==> src/rtl/alu_op_scheduler_pkg.sv <==
// Shared definitions for the ALU operation scheduler.
//   state_t            : scheduler FSM states
//   ctrl_cmd fields    : bit positions inside the 8-bit ctrl_cmd
//   flag indices       : positions of N/Z/C/V inside the 4-bit flags word
//   cmd_updates_flags  : true when ctrl_cmd requests a flags write-back
package alu_seq_pkg;

  typedef enum logic [1:0] {
    IDLE,
    EXEC,
    RESP
  } state_t;

  localparam int unsigned CLASS_HI = 7;
  localparam int unsigned CLASS_LO = 6;
  localparam int unsigned PASS_BIT = 5;
  localparam int unsigned OPC_HI   = 4;
  localparam int unsigned OPC_LO   = 1;
  localparam int unsigned S_BIT    = 0;

  localparam int unsigned FLAG_N = 3;
  localparam int unsigned FLAG_Z = 2;
  localparam int unsigned FLAG_C = 1;
  localparam int unsigned FLAG_V = 0;

  function automatic logic cmd_updates_flags(input logic [7:0] cmd);
    return cmd[S_BIT];
  endfunction

endpackage

==> src/rtl/alu_op_scheduler_if.sv <==
// Bus bundle between the scheduler and its environment.
//   req_*      : per-requester request channel (valid/ready, packed operands)
//   alu_*      : registered operands to the shared ALU and its results back
//   rsp_*      : response channel (valid/ready)
//   flags_*    : external load of the architectural flags register
//   op_count   : completed-response counter
// Modports: master = environment (requesters, ALU, response sink),
//           slave  = scheduler.
interface alu_op_scheduler_if #(
  parameter int unsigned NUM_REQ = 2,
  parameter int unsigned CNT_W   = 16
);
  localparam int unsigned ID_W = (NUM_REQ > 1) ? $clog2(NUM_REQ) : 1;

  logic [NUM_REQ-1:0]    req_valid;
  logic [NUM_REQ-1:0]    req_ready;
  logic [NUM_REQ*32-1:0] req_src1;
  logic [NUM_REQ*32-1:0] req_src2;
  logic [NUM_REQ*8-1:0]  req_ctrl_cmd;

  logic [31:0] alu_src1;
  logic [31:0] alu_src2;
  logic [7:0]  alu_ctrl_cmd;
  logic [3:0]  alu_current_flags;
  logic [31:0] alu_rd_out;
  logic [3:0]  alu_new_flags;

  logic            rsp_valid;
  logic            rsp_ready;
  logic [ID_W-1:0] rsp_id;
  logic [31:0]     rsp_data;
  logic [3:0]      rsp_flags;

  logic             flags_load;
  logic [3:0]       flags_in;
  logic [CNT_W-1:0] op_count;

  modport master (
    output req_valid, req_src1, req_src2, req_ctrl_cmd,
    output alu_rd_out, alu_new_flags,
    output rsp_ready, flags_load, flags_in,
    input  req_ready, alu_src1, alu_src2, alu_ctrl_cmd, alu_current_flags,
    input  rsp_valid, rsp_id, rsp_data, rsp_flags, op_count
  );

  modport slave (
    input  req_valid, req_src1, req_src2, req_ctrl_cmd,
    input  alu_rd_out, alu_new_flags,
    input  rsp_ready, flags_load, flags_in,
    output req_ready, alu_src1, alu_src2, alu_ctrl_cmd, alu_current_flags,
    output rsp_valid, rsp_id, rsp_data, rsp_flags, op_count
  );

endinterface

==> src/rtl/alu_op_scheduler_rr_arbiter.sv <==
// Round-robin arbiter.
//   req         : request vector
//   rr_ptr      : highest-priority index for this arbitration
//   grant       : one-hot grant (zero when no request)
//   grant_idx   : index of the granted requester
//   grant_valid : some requester is granted
module rr_arbiter #(
  parameter int unsigned NUM_REQ = 2,
  parameter int unsigned IDX_W   = (NUM_REQ > 1) ? $clog2(NUM_REQ) : 1
) (
  input  logic [NUM_REQ-1:0] req,
  input  logic [IDX_W-1:0]   rr_ptr,
  output logic [NUM_REQ-1:0] grant,
  output logic [IDX_W-1:0]   grant_idx,
  output logic               grant_valid
);

  // Scan upward from rr_ptr with wrap; the first hit wins.
  always_comb begin
    grant       = '0;
    grant_idx   = '0;
    grant_valid = 1'b0;
    for (int unsigned i = 0; i < NUM_REQ; i++) begin
      automatic int unsigned idx = (int'(rr_ptr) + i) % NUM_REQ;
      if (!grant_valid && req[idx]) begin
        grant_valid = 1'b1;
        grant_idx   = IDX_W'(idx);
        grant[idx]  = 1'b1;
      end
    end
  end

endmodule

==> src/rtl/alu_op_scheduler.sv <==
// Shares one ALU between NUM_REQ requesters with round-robin arbitration.
// The winner's operands are latched into registers that drive the ALU; after
// ALU_LATENCY wait cycles the result and flags are captured and returned on
// the response channel. Owns the architectural flags register.
//   clock, reset_n : rising-edge clock, asynchronous active-low reset
//   bus            : alu_op_scheduler_if slave (request, ALU, response,
//                    flags load, op_count)
module alu_op_scheduler
  import alu_seq_pkg::*;
#(
  parameter int unsigned NUM_REQ     = 2,
  parameter int unsigned ALU_LATENCY = 0,
  parameter int unsigned CNT_W       = 16
) (
  input  logic               clock,
  input  logic               reset_n,
  alu_op_scheduler_if.slave  bus
);

  localparam int unsigned ID_W   = (NUM_REQ > 1) ? $clog2(NUM_REQ) : 1;
  localparam int unsigned WAIT_W = (ALU_LATENCY > 0) ? $clog2(ALU_LATENCY + 1) : 1;

  if (NUM_REQ < 2 || NUM_REQ > 8) begin : g_bad_num_req
    $error("alu_op_scheduler: NUM_REQ must be in 2..8");
  end

  state_t            state;
  logic [ID_W-1:0]   rr_ptr;
  logic [ID_W-1:0]   id_q;
  logic [WAIT_W-1:0] wait_cnt;
  logic [31:0]       src1_q;
  logic [31:0]       src2_q;
  logic [7:0]        cmd_q;
  logic [3:0]        flags_q;
  logic              rsp_valid_q;
  logic [31:0]       rsp_data_q;
  logic [3:0]        rsp_flags_q;
  logic [CNT_W-1:0]  op_count_q;

  logic [NUM_REQ-1:0] grant;
  logic [ID_W-1:0]    grant_idx;
  logic               grant_valid;

  rr_arbiter #(
    .NUM_REQ (NUM_REQ),
    .IDX_W   (ID_W)
  ) u_arb (
    .req         (bus.req_valid),
    .rr_ptr      (rr_ptr),
    .grant       (grant),
    .grant_idx   (grant_idx),
    .grant_valid (grant_valid)
  );

  assign bus.req_ready         = (state == IDLE) ? grant : '0;
  assign bus.alu_src1          = src1_q;
  assign bus.alu_src2          = src2_q;
  assign bus.alu_ctrl_cmd      = cmd_q;
  assign bus.alu_current_flags = flags_q;
  assign bus.rsp_valid         = rsp_valid_q;
  assign bus.rsp_id            = id_q;
  assign bus.rsp_data          = rsp_data_q;
  assign bus.rsp_flags         = rsp_flags_q;
  assign bus.op_count          = op_count_q;

  always_ff @(posedge clock or negedge reset_n) begin
    if (!reset_n) begin
      state       <= IDLE;
      rr_ptr      <= '0;
      id_q        <= '0;
      wait_cnt    <= '0;
      src1_q      <= '0;
      src2_q      <= '0;
      cmd_q       <= '0;
      flags_q     <= '0;
      rsp_valid_q <= 1'b0;
      rsp_data_q  <= '0;
      rsp_flags_q <= '0;
      op_count_q  <= '0;
    end else begin
      case (state)
        IDLE: begin
          // A flags load still applies when it coincides with an accept.
          if (bus.flags_load) begin
            flags_q <= bus.flags_in;
          end
          if (grant_valid) begin
            src1_q   <= bus.req_src1[grant_idx*32 +: 32];
            src2_q   <= bus.req_src2[grant_idx*32 +: 32];
            cmd_q    <= bus.req_ctrl_cmd[grant_idx*8 +: 8];
            id_q     <= grant_idx;
            wait_cnt <= WAIT_W'(ALU_LATENCY);
            state    <= EXEC;
          end
        end
        EXEC: begin
          if (wait_cnt != '0) begin
            wait_cnt <= wait_cnt - 1'b1;
          end else begin
            rsp_data_q  <= bus.alu_rd_out;
            rsp_flags_q <= bus.alu_new_flags;
            rsp_valid_q <= 1'b1;
            if (cmd_updates_flags(cmd_q)) begin
              flags_q <= bus.alu_new_flags;
            end
            state <= RESP;
          end
        end
        RESP: begin
          if (bus.rsp_ready) begin
            rsp_valid_q <= 1'b0;
            op_count_q  <= op_count_q + 1'b1;
            rr_ptr      <= (id_q == ID_W'(NUM_REQ - 1)) ? '0 : id_q + 1'b1;
            state       <= IDLE;
          end
        end
        default: state <= IDLE;
      endcase
    end
  end

endmodule

==> src/flat_wrapper.sv <==
// flat-port wrapper written by rule: the top's interface ports become plain ports
module alu_op_scheduler_flat import alu_seq_pkg::*;
#(
  parameter int unsigned NUM_REQ     = 2,
  parameter int unsigned ALU_LATENCY = 0,
  parameter int unsigned CNT_W       = 16
)
  (clock, reset_n, bus_req_valid, bus_req_src1, bus_req_src2, bus_req_ctrl_cmd, bus_alu_rd_out, bus_alu_new_flags, bus_rsp_ready, bus_flags_load, bus_flags_in, bus_req_ready, bus_alu_src1, bus_alu_src2, bus_alu_ctrl_cmd, bus_alu_current_flags, bus_rsp_valid, bus_rsp_id, bus_rsp_data, bus_rsp_flags, bus_op_count);
  alu_op_scheduler_if #(.NUM_REQ(NUM_REQ), .CNT_W(CNT_W)) bus_i ();
  input  logic clock;
  input  logic reset_n;
  input wire logic [$bits(bus_i.req_valid)-1:0] bus_req_valid;
  input wire logic [$bits(bus_i.req_src1)-1:0] bus_req_src1;
  input wire logic [$bits(bus_i.req_src2)-1:0] bus_req_src2;
  input wire logic [$bits(bus_i.req_ctrl_cmd)-1:0] bus_req_ctrl_cmd;
  input wire logic [$bits(bus_i.alu_rd_out)-1:0] bus_alu_rd_out;
  input wire logic [$bits(bus_i.alu_new_flags)-1:0] bus_alu_new_flags;
  input wire logic [$bits(bus_i.rsp_ready)-1:0] bus_rsp_ready;
  input wire logic [$bits(bus_i.flags_load)-1:0] bus_flags_load;
  input wire logic [$bits(bus_i.flags_in)-1:0] bus_flags_in;
  output wire logic [$bits(bus_i.req_ready)-1:0] bus_req_ready;
  output wire logic [$bits(bus_i.alu_src1)-1:0] bus_alu_src1;
  output wire logic [$bits(bus_i.alu_src2)-1:0] bus_alu_src2;
  output wire logic [$bits(bus_i.alu_ctrl_cmd)-1:0] bus_alu_ctrl_cmd;
  output wire logic [$bits(bus_i.alu_current_flags)-1:0] bus_alu_current_flags;
  output wire logic [$bits(bus_i.rsp_valid)-1:0] bus_rsp_valid;
  output wire logic [$bits(bus_i.rsp_id)-1:0] bus_rsp_id;
  output wire logic [$bits(bus_i.rsp_data)-1:0] bus_rsp_data;
  output wire logic [$bits(bus_i.rsp_flags)-1:0] bus_rsp_flags;
  output wire logic [$bits(bus_i.op_count)-1:0] bus_op_count;
  assign bus_i.req_valid = bus_req_valid;
  assign bus_i.req_src1 = bus_req_src1;
  assign bus_i.req_src2 = bus_req_src2;
  assign bus_i.req_ctrl_cmd = bus_req_ctrl_cmd;
  assign bus_i.alu_rd_out = bus_alu_rd_out;
  assign bus_i.alu_new_flags = bus_alu_new_flags;
  assign bus_i.rsp_ready = bus_rsp_ready;
  assign bus_i.flags_load = bus_flags_load;
  assign bus_i.flags_in = bus_flags_in;
  assign bus_req_ready = bus_i.req_ready;
  assign bus_alu_src1 = bus_i.alu_src1;
  assign bus_alu_src2 = bus_i.alu_src2;
  assign bus_alu_ctrl_cmd = bus_i.alu_ctrl_cmd;
  assign bus_alu_current_flags = bus_i.alu_current_flags;
  assign bus_rsp_valid = bus_i.rsp_valid;
  assign bus_rsp_id = bus_i.rsp_id;
  assign bus_rsp_data = bus_i.rsp_data;
  assign bus_rsp_flags = bus_i.rsp_flags;
  assign bus_op_count = bus_i.op_count;
  alu_op_scheduler #(.NUM_REQ(NUM_REQ), .ALU_LATENCY(ALU_LATENCY), .CNT_W(CNT_W)) u_core (.clock(clock), .reset_n(reset_n), .bus(bus_i));
endmodule
==> config.mk <==
export PLATFORM = sky130hd
export DESIGN_NAME = alu_op_scheduler_flat
export DESIGN_NICKNAME = d
export VERILOG_FILES = /design/src/rtl/alu_op_scheduler_pkg.sv /design/src/rtl/alu_op_scheduler_if.sv /design/src/rtl/alu_op_scheduler_rr_arbiter.sv /design/src/rtl/alu_op_scheduler.sv /design/src/flat_wrapper.sv
export SDC_FILE = /design/constraint.sdc
export NUM_CORES = 1
export LEC_CHECK = 0
export ABC_AREA = 0
export BUFFER_PORTS_ARGS = -buffer_cell sky130_fd_sc_hd__clkbuf_2
export CORE_AREA = 2 2 124 126
export DETAILED_ROUTE_END_ITERATION = 16
export DIE_AREA = 0 0 126 128
export PLACE_DENSITY = 0.72
export SLEW_MARGIN = 20
export SYNTH_ARGS = -nofsm -noshare
export SYNTH_HDL_FRONTEND = slang
export SYNTH_SLANG_ARGS = --single-unit
==> constraint.sdc <==
create_clock -name clock -period 2 [get_ports clock]
set_clock_uncertainty 0.15 [all_clocks]
set_input_delay 0.1 -clock clock [delete_from_list [all_inputs] [get_ports clock]]
set_output_delay 0.1 -clock clock [all_outputs]
set_load 0.02 [all_outputs]
==> results.sh <==
export IMPL_status="finished, final reports clean"
export IMPL_report_final_setup_viol=0
export IMPL_synth_common_cells="dfrtp_1, nand2_1, nor2_1"
export IMPL_min_period_over_period=0.940
export IMPL_port_buffers=321
export IMPL_dr_first_iter_drc_count=324
export IMPL_final_cells=1276
export IMPL_cp_required_ns=1.75
export IMPL_yosysUniqueCellTypes=30
export IMPL_synthAdderAreaFrac=0.00216
export IMPL_cap_violations=0
export IMPL_ant_nets=0
export IMPL_wl_mm=21.5
export IMPL_start_util=0.389
export IMPL_grt_antenna_before_repair=1
export IMPL_grt_pass1_vias=6649
export IMPL_path_max_fanout=23
export IMPL_synth_largest_area_cell="dfrtp_1"
export IMPL_via_count=6237
export IMPL_finalNetCount=1265
export IMPL_hold_path_class="in2async"
export IMPL_vias_per_cell=4.89
export IMPL_grt_pass1_wl_mm=33.1
export IMPL_htreeDepth=4
export IMPL_dp_hpwl_mm=11.1
export IMPL_vdd_drop_max_mv=1.02
export IMPL_async_reset_ff_frac=1.00
export IMPL_period_needed_ns=1.88
export IMPL_synth_area_mux_share=0.126
export IMPL_grtUsageTotal=0.262
export IMPL_maxSlewHeadroom=0.626
export IMPL_fin_ws_ns=0.120
export IMPL_critPathKind="reg2out"
export IMPL_synth_top_family_by_area="simple AND/OR/NAND/NOR gates"
export IMPL_p_total_mw=14.2
export IMPL_synthesis_area_sq_mm=0.00578
export IMPL_yosys_top_cells_area="dfrtp_1, mux2i_1, nand2_1"
export IMPL_design_area_sq_mm=0.0102
export IMPL_die_y_um=128
export IMPL_synth_flop_cell="dfrtp_1"
export IMPL_io_pins=322
export IMPL_synth_yosys_seq_area_share=0.576
export IMPL_rsz0062_at_grt="false"
export IMPL_avgRoutedWirePerCell_um=16.9
export IMPL_drc=0
export IMPL_die_area_sq_mm=0.0161
export IMPL_rows=45
export IMPL_cts_buffers=17
export IMPL_synth_most_common_cell="dfrtp_1"
export IMPL_dr_pass1_iters=4
export IMPL_gr_total_overflow=0
export IMPL_p_leak_nw=5.40
export IMPL_cts_tree="built"
export IMPL_place_inst=1053
export IMPL_drive_gt1_frac=0.344
export IMPL_syn_avg_cell_area_sq_um=10.1
export IMPL_startpoint_type="register"
export IMPL_arrival_ns=1.63
export IMPL_synthXorXnorAreaFrac=0.0227
export IMPL_place_gp_congestion=0.793
export IMPL_clkLatencyLatePin_ns=0.41
export IMPL_fmax_ghz=0.532
export IMPL_syn_nets=761
export IMPL_grt_max_degree=110
export IMPL_cts_path_max_buffers=2
export IMPL_placed_cell_area_sq_mm=0.00762
export IMPL_synth_edf_count=0
export IMPL_fin_tns_setup_ns=0
export IMPL_synth_seq_cells=133
export IMPL_yosysTopAreaCellShare=0.576
export IMPL_area_growth_pct=76.0
export IMPL_yosysWarnings=0
export IMPL_worstRegToRegCells=3
export IMPL_ctsRootBufferMaster="clkbuf_16"
export IMPL_tightest_slew_ns=0.559
export IMPL_postSynthCellCount=570
export IMPL_crit_path_end_kind="output port"
export IMPL_path_clk_slew_ns=0.07
export IMPL_synth_compound_area_share=0.0707
export IMPL_synth_simple_area_share=0.168
export IMPL_core_sq_mm=0.0149
export IMPL_pre_cts_ws_ns=0.279
export IMPL_drv_slew=0
export IMPL_cts_setup_buffers=0
export IMPL_hold_viol=0
export IMPL_power_density_mw_per_mm2=1400
export IMPL_clock_sinks=133
export IMPL_die_width_um=126
state kept, by name (all words and copies together) (netlist names):
| register | cells |
|---|---|
| u_core.bus.rsp_data | 32 |
| u_core.bus.rsp_flags | 4 |
| u_core.bus.op_count | 16 |
| u_core.bus.alu_ctrl_cmd | 8 |
| u_core.bus.alu_current_flags | 4 |
| u_core.rr_ptr | 1 |
| u_core.bus.alu_src2 | 32 |
| u_core.state | 2 |
| u_core.bus.rsp_valid | 1 |
| u_core.bus.rsp_id | 1 |
| u_core.bus.alu_src1 | 32 |
per-layer routing:
layer	share of wire	routed length (um)	vias to the layer above	global-route usage
li1	-	-	2909	-
met4	0.046	989	0	0.156
met2	0.51	10900	344	0.445
met1	0.38	8070	2888	0.286
met3	0.073	1570	96	0.0856
met5	0	0	-	0
worst paths after layout:
check / startpoint / to / slack, ns
min in group clock: bus_flags_load / u_core.bus.alu_current_flags[1] / 0.08
hold / removal: reset_n / u_core.bus.rsp_data[12] / 0.08
setup reg to reg: u_core.rr_ptr / u_core.bus.rsp_id / 0.13
setup / recovery: u_core.rr_ptr / bus_req_ready[1] / 0.12
max in group asynchronous: reset_n / u_core.bus.alu_src2[31] / 1.32
hold reg to reg: u_core.bus.rsp_data[2] / u_core.bus.rsp_data[2] / 0.33
logic make-up after synthesis:
group,count (synthesis)
buffers and inverters,38
and+or+nand+nor,230
adders and majority gates,1
DFF,133
xor gates and xnor gates,15
AOI/OAI and AO/OA,80
muxes,73
power by group:
part | total [mW] | switching [mW] | internal [mW]
logic | 6.22 | 4.01 | 2.21
registers | 4.71 | 0.796 | 3.91
clock network | 3.29 | 1.25 | 2.03
total | 14.2 | 6.06 | 8.15
final cells by class:
| type | instances | area, sq um |
|---|---|---|
| Clock buffer | 18 | 439 |
| Multi-Input combinational cell | 399 | 2280 |
| Timing Repair Buffer | 521 | 3700 |
| Antenna cell | 1 | 2.50 |
| Sequential cell | 133 | 3330 |
| Fill cell | 1012 | 4680 |
| Inverter | 2 | 7.51 |
| Clock inverter | 14 | 188 |
| Tap cell | 188 | 235 |
what timing repair did:
item | in CTS | in global routing
hold buffers | 189 | 0
resized for setup | 0 | 1
hold endpoints to repair | 250 | 0
setup endpoints to repair | 0 | 3
metrics by stage:
step	util	hold slack [ns]
2_1_floorplan	-	-0.346
3_3_place_gp	0.513	-0.165
3_5_place_dp	0.513	-0.162
4_1_cts	0.683	0.0305
5_1_grt	0.685	0.0683
6_report	0.685	0.0772
cell usage in the layout (no fill, tap or decap), types with 3 or more instances in the layout:
cell           count
inv_6              7
nor2_1            84
nand2_1          124
bufinv_16          3
xnor2_1           11
xor2_1             4
dfrtp_1          133
clkbuf_2         320
mux2i_1           73
buf_12             8
buf_4              3
a21oi_1           72
a31oi_1            4
dlygate4sd3_1    188
clkbuf_16         18
nand3_1            4
critical path: stages, from the launching register on:
cell      delay (ns)
dfrtp_1         0.42
o21ai_4         0.11
buf_12          0.18
nor3_1          0.27
clkbuf_2        0.23
(Power assumes the default switching activity.)
